File: src/rtl/qmult_arbiter.sv
// Round-robin scheduler sharing one Q-format sign-magnitude multiplier among NREQ
// requesters through a two-stage pipeline, with tagged responses and sticky overflow.
module qmult_arbiter #(
    parameter int NREQ = 4,
    parameter int Q    = 12,
    parameter int N    = 16
) (
    input  logic                    clk,
    input  logic                    rst_n,
    input  logic [NREQ-1:0]         req_valid,
    output logic [NREQ-1:0]         req_ready,
    input  logic [NREQ*N-1:0]       req_a,
    input  logic [NREQ*N-1:0]       req_b,
    output logic                    rsp_valid,
    input  logic                    rsp_ready,
    output logic [$clog2(NREQ)-1:0] rsp_id,
    output logic [N-1:0]            rsp_result,
    output logic                    rsp_overflow,
    output logic [NREQ-1:0]         ovf_sticky,
    input  logic [NREQ-1:0]         ovf_clr
);

    localparam int IDW = $clog2(NREQ);

    logic [IDW-1:0]  rr;
    logic            s1_valid;
    logic [IDW-1:0]  s1_id;
    logic [N-1:0]    s1_a;
    logic [N-1:0]    s1_b;

    logic            adv1;
    logic            adv2;
    logic [NREQ-1:0] grant;
    logic [IDW-1:0]  grant_id;
    logic            grant_found;
    logic            accept;
    logic [IDW-1:0]  rr_next;
    logic [N-1:0]    sel_a;
    logic [N-1:0]    sel_b;

    logic [N-2:0]    mag_a;
    logic [N-2:0]    mag_b;
    logic [2*N-2:0]  prod;
    logic [N-Q-1:0]  prod_ovf_bits;
    logic [N-2:0]    prod_trunc;
    logic [Q-1:0]    prod_frac_unused;
    logic            mul_sign;
    logic [N-1:0]    mul_result;
    logic            mul_overflow;
    logic [NREQ-1:0] sticky_set;

    assign adv2 = !rsp_valid || rsp_ready;
    assign adv1 = !s1_valid || adv2;

    // Search from rr upward with wrap; the first valid requester wins.
    always_comb begin
        int idx;
        idx         = 0;
        grant       = '0;
        grant_id    = '0;
        grant_found = 1'b0;
        for (int k = 0; k < NREQ; k++) begin
            idx = int'(rr) + k;
            if (idx >= NREQ) begin
                idx = idx - NREQ;
            end
            if (!grant_found && req_valid[idx]) begin
                grant[idx]  = 1'b1;
                grant_id    = IDW'(idx);
                grant_found = 1'b1;
            end
        end
    end

    assign req_ready = (rst_n && adv1) ? grant : '0;
    assign accept    = |(req_valid & req_ready);
    assign rr_next   = (grant_id == IDW'(NREQ - 1)) ? '0 : grant_id + IDW'(1);
    assign sel_a     = req_a[int'(grant_id)*N +: N];
    assign sel_b     = req_b[int'(grant_id)*N +: N];

    always_ff @(posedge clk or negedge rst_n) begin
        if (!rst_n) begin
            rr       <= '0;
            s1_valid <= 1'b0;
            s1_id    <= '0;
            s1_a     <= '0;
            s1_b     <= '0;
        end else begin
            if (adv1) begin
                s1_valid <= accept;
                if (accept) begin
                    s1_id <= grant_id;
                    s1_a  <= sel_a;
                    s1_b  <= sel_b;
                end
            end
            if (accept) begin
                rr <= rr_next;
            end
        end
    end

    // Magnitudes are the low N-1 bits of the two's-complement absolute value,
    // so the most negative operand has magnitude zero.
    always_comb begin
        mul_sign = s1_a[N-1] ^ s1_b[N-1];
        mag_a    = s1_a[N-1] ? (~s1_a[N-2:0] + (N-1)'(1)) : s1_a[N-2:0];
        mag_b    = s1_b[N-1] ? (~s1_b[N-2:0] + (N-1)'(1)) : s1_b[N-2:0];
        prod     = (2*N-1)'(mag_a) * (2*N-1)'(mag_b);
        {prod_ovf_bits, prod_trunc, prod_frac_unused} = prod;
        mul_result   = {mul_sign, mul_sign ? (~prod_trunc + (N-1)'(1)) : prod_trunc};
        mul_overflow = |prod_ovf_bits;
    end

    always_ff @(posedge clk or negedge rst_n) begin
        if (!rst_n) begin
            rsp_valid    <= 1'b0;
            rsp_id       <= '0;
            rsp_result   <= '0;
            rsp_overflow <= 1'b0;
        end else if (adv2) begin
            rsp_valid    <= s1_valid;
            rsp_id       <= s1_id;
            rsp_result   <= mul_result;
            rsp_overflow <= mul_overflow;
        end
    end

    always_comb begin
        sticky_set = '0;
        if (adv2 && s1_valid && mul_overflow) begin
            sticky_set[s1_id] = 1'b1;
        end
    end

    // A set in the same cycle as a clear of that bit wins.
    always_ff @(posedge clk or negedge rst_n) begin
        if (!rst_n) begin
            ovf_sticky <= '0;
        end else begin
            ovf_sticky <= (ovf_sticky & ~ovf_clr) | sticky_set;
        end
    end

endmodule

File: config.mk
export PLATFORM = sky130hd
export DESIGN_NAME = qmult_arbiter
export DESIGN_NICKNAME = d
export VERILOG_FILES = /design/src/rtl/qmult_arbiter.sv
export SDC_FILE = /design/constraint.sdc
export NUM_CORES = 1
export LEC_CHECK = 0
export ABC_AREA = 1
export CAP_MARGIN = 20
export CORE_MARGIN = 3
export CORE_UTILIZATION = 50
export CTS_CLUSTER_DIAMETER = 120
export DETAILED_ROUTE_END_ITERATION = 12
export GPL_ROUTABILITY_DRIVEN = 0
export GPL_TIMING_DRIVEN = 0
export HOLD_SLACK_MARGIN = 0.15
export PLACE_DENSITY = 0.8
export SYNTH_ARGS = -nofsm -noshare
export SYNTH_HDL_FRONTEND = slang
export SYNTH_SLANG_ARGS = --single-unit
File: constraint.sdc
create_clock -name clk -period 12.3 [get_ports clk]
set_input_delay 3.69 -clock clk [delete_from_list [all_inputs] [get_ports clk]]
set_output_delay 3.69 -clock clk [all_outputs]
set_load 0.05 [all_outputs]
======== Yosys cells after proc, flatten, opt, wreduce, memory -nomap -nowiden ========
Cells that the tools add are included.
storage, ports and cells
  bits in registers ....................... 61
  input port bits ......................... 139
  logic and storage cells ................. 114
operators by class
  add/sub/neg operators ................... 11
  $mul .................................... 1
  $lt $le $gt $ge ......................... 14
  equal/unequal tests ..................... 1
  shift-type cells ........................ 2
  mux-type cells .......................... 43
  bitwise gates (word level) .............. 11
  reduce and logical (&&, ||, !) cells .... 21
operator list
  kind                   count
  $ge 32x1->1 const B    4
  $lt 32x4->1 const B    4
  $mux 32                4
  $shiftx 64x7->16       2
  $add 15x1->15 const B  3
  $mux 15                3
  $not 15->15            3
  $mul 15x15->30         1
  $mux 4                 6
  $mux 1                 16
  $or 4x4->4             4
  $sub 3x3->4 const B    3
  $logic_and 1x1->1      11
  $demux 1 s2            5
  $mux 2                 5
  $ge 3x3->1 const B     3
  $and 4x4->4            2
  $bmux 1 s2             4
  $add 2x2->3 const B    2
  $logic_not 1->1        5
  $not 4->4              1
  $reduce_or 4->1        1
  $sub 2x3->4 const B    1
  $add 2x1->3 const B    1
  other kinds (9)        10

======== Logic depth before layout (Yosys ltp) ========
  depth in word-level cells ............... 19
  mapped depth ............................ 44
  depth with buffers taken out ............ 43

======== Worst setup path after synthesis ========
OpenSTA, ideal clock, no wires.
  kind .................................... input port to output port
  from .................................... input req_valid[1]
  to ...................................... output req_ready[1]
  data arrival time ....................... 4.783 ns
  data required time ...................... 8.610 ns
  setup slack ............................. 3.827 ns
  stages on the path ...................... 11
  buffers on the path ..................... 0
  cell sequence ........................... inv_1 -> nand2_1 -> o21ai_1 -> o21ai_2 -> nor2_2 -> nand2_1 -> inv_2 -> a21oi_1 -> o21ai_1 -> nand2_1 -> inv_1
between the ends
  longest elaborated chain between the ends .. 14
  elaborated cells on any way between the ends .. 29
  those cells by class .................... mux: 20; bitwise: 3; reduce/logical: 6
ends and longest elaborated chain
  what                                       line  RTL
  start: declaration                         10    input logic [NREQ-1:0] req_valid,
  $bmux 1 s2                                 67    if (!grant_found && req_valid[idx]) begin
  $mux 1 (not written as such) (2 in a row)  67
  $mux 1                                     67
  $logic_not 1->1                            67
  $logic_and 1x1->1                          67
  $mux 1                                     67
  $logic_not 1->1                            67
  $logic_and 1x1->1                          67
  $mux 1                                     67
  $logic_not 1->1                            67
  $logic_and 1x1->1                          67
  $mux 4 (*)                                 67
  $mux 4 (*)                                 75    assign req_ready = (rst_n && adv1) ? grant : '0;
  end: declaration                           11    output logic [NREQ-1:0] req_ready,
Every way passes the cells marked *; elsewhere a longest branch is shown, timed or not. The select of a mux whose other input is x is not followed.

======== Final worst setup path ========
  from .................................... input req_valid[2]
  to ...................................... output req_ready[0]
Same word-level chain as after synthesis.

==> metrics.txt <==
cell area after synthesis 0.0120 mm^2; final core occ 62.2%; share of the yosys chip area belonging to registers 12.8%; Clk pin slew, worst setup/hold paths 0.05 ns; postcts setup bufs 0; worst endpoint data arrival time 6.00 ns; Max Freq 103 MHz; cts bufs inserted 9; Yosys cell types 47; grt ovf 0; Fin. Hold Viols 0; initial DRC count 943; GRT Overall Usage 27.6%; max-slew violation count 0; endpoints failing setup 0; Skew-Pair Late Insertion Delay 0.35 ns; Post-synth EDFFs 0; Port-buffer cells 166; Yosys top cell by area fa_1; post-synth top area share 27.8%; Fin Hold WS 0.476 ns; cts repair resizes 0; final non-filler cell total 2167; DR DRC count 0; clk_skew 0.00534 ns; final WL 34500 um; Required @ worst endpoint 8.61 ns; YS warnings 0; row cnt 55; ANT cells 0; count leader, synth nand2_1; root buffer cell clkbuf_16; first-pass GRT wire length 58200 um; Hold WC Path Type reg -> reg; Layout fillers 2057; Initial Utilization 51.9%; Post-DRT Antenna Nets 0; crit-path cells clkdlybuf4s50_1 -> inv_1 -> o21ai_1 -> nand2_1 -> o21ai_2 -> nand2_2 -> o22ai_1 -> a21oi_1 -> o21ai_1 -> nand2_1 -> inv_2 -> clkdlybuf4s50_1; H-Tree Depth 3; Max Cap Violations 0; Vias/cell 5.37; slowest CP cell clkdlybuf4s50_1; Final Cycle Share 78.8%; vias in the first global route 12000; Syn Nets 2075; die extent in x 161 um; number of synthesized register bits 61; RSZ-0062 raised after global routing no; top_reg_cell synth dfrtp_1; CP peak stage delay 0.80 ns; Bufs on Longest Clock Path 2; drt pass-1 iters 7; Die Y 161 um; TNS Setup 0 ns; Mapped Cells 1671; Slew headroom 25.8%; CTS Sinks 61; CP endpoint kind output port; share of cells above drive strength 1 4.58%; DR vias 11600; Post-synth top cells 379 x nand2_1, 308 x inv_1, 225 x nor2_1; largest net degree at the start of global routing 41; Final HPWL DP 28900 um; Final nets 2253; IO Count 167; CORE AREA 0.0231 mm^2; Async SR Flop Fraction 100%; initial antenna violation count 0; Placed Cells 2151; Post-Syn Area per Cell 7.16 um^2; post-layout min period 9.69 ns; Synth area leaders fa_1 28%, dfrtp_1 13%, nand2_1 12%; outcome finished clean; CTS tree built; Crit Path Class in -> out; die area 0.0258 mm^2; WL per Instance 15.9 um; Worst Tran Pin Value 1.10 ns; area grow syn2layout 19.7%; CTS Hold Bufs 0; CP Max Fanout 7; CP startpoint kind input port
-- critical path: cells and delay by family --
kind,cells,cell delay [ns]
simple gates,3,0.32
compound gates,5,0.60
buf+inv,4,1.39
-- metrics by stage --
stage	instance area (um^2)	worst slack [ns]
2_1_floorplan	12000	3.83
3_3_place_gp	14000	0.491
3_5_place_dp	14000	2.64
4_1_cts	14300	2.63
5_1_grt	14300	2.31
6_report	14300	2.61
-- final cells by class --
class,instances,area (um^2),area share [%]
sequential,61,1530,10.6
multi-input combinational,1240,9000,62.8
clock buffer,12,246,1.72
inverter,323,1210,8.46
buffer,47,230,1.61
tap,313,392,2.73
clock inverter,4,47.5,0.332
timing repair buffer,167,1680,11.7
-- layout by cell type, fill, tap and decap left out, drive strengths merged, types with 13 or more instances in the layout --
cell,Yosys,layout
a21oi,38,38
buf,27,29
clkbuf,20,32
clkdlybuf4s50,0,165
dfrtp,61,61
fa,166,166
ha,99,99
inv,319,319
nand2,393,393
nand3,48,48
nand4,14,14
nor2,228,228
nor3,14,14
o21ai,150,150
o22ai,36,36
xnor2,13,13
xor2,14,14
-- sequential cells by signal, summed over array words and instances (netlist names) --
name / flops
s1_a: 16
s1_valid: 1
rsp_result: 16
rsp_valid: 1
ovf_sticky: 4
s1_id: 2
rsp_overflow: 1
s1_b: 16
rr: 2
rsp_id: 2
-- path summary, 6_finish.rpt --
kind | start | endpoint | slack (ns) | cells after the start
worst max register to register | s1_a[0]$_DFFE_PN0P_ | rsp_result[10]$_DFFE_PN0P_ | 2.93 | 39
min in group asynchronous | rst_n | rsp_result[2]$_DFFE_PN0P_ | 3.34 | 1
worst max-delay path | req_valid[2] | req_ready[0] | 2.61 | 12
max in group asynchronous | rst_n | s1_a[9]$_DFFE_PN0P_ | 8.33 | 2
worst min register to register | ovf_sticky[3]$_DFF_PN0_ | ovf_sticky[3]$_DFF_PN0_ | 0.48 | 2
worst min-delay path | ovf_sticky[3]$_DFF_PN0_ | ovf_sticky[3]$_DFF_PN0_ | 0.48 | 2
-- cells by family (layout without fill, tap and decap cells) --
family                     Yosys count  in the layout  synth area share, %
and+or+nand+nor                    713            713                 24.3
buffers and inverters              370            553                 12.1
adders and majority gates          265            265                 38.1
AOI/OAI and AO/OA                  235            235                 10.7
DFF                                 61             61                 12.8
xor gates and xnor gates            27             27                 2.04
-- per-layer routing --
metal | routed length (um) | global-route usage, % | up-vias
li1 | - | - | 5513
met1 | 13700 | 34.7 | 5550
met2 | 17000 | 47.6 | 484
met3 | 2730 | 5.39 | 93
met4 | 1160 | 9.82 | 0
met5 | 0 | 0 | -
Power is not shown: default switching activity piles up to over one toggle a cycle in this logic, so the estimate is an artifact.
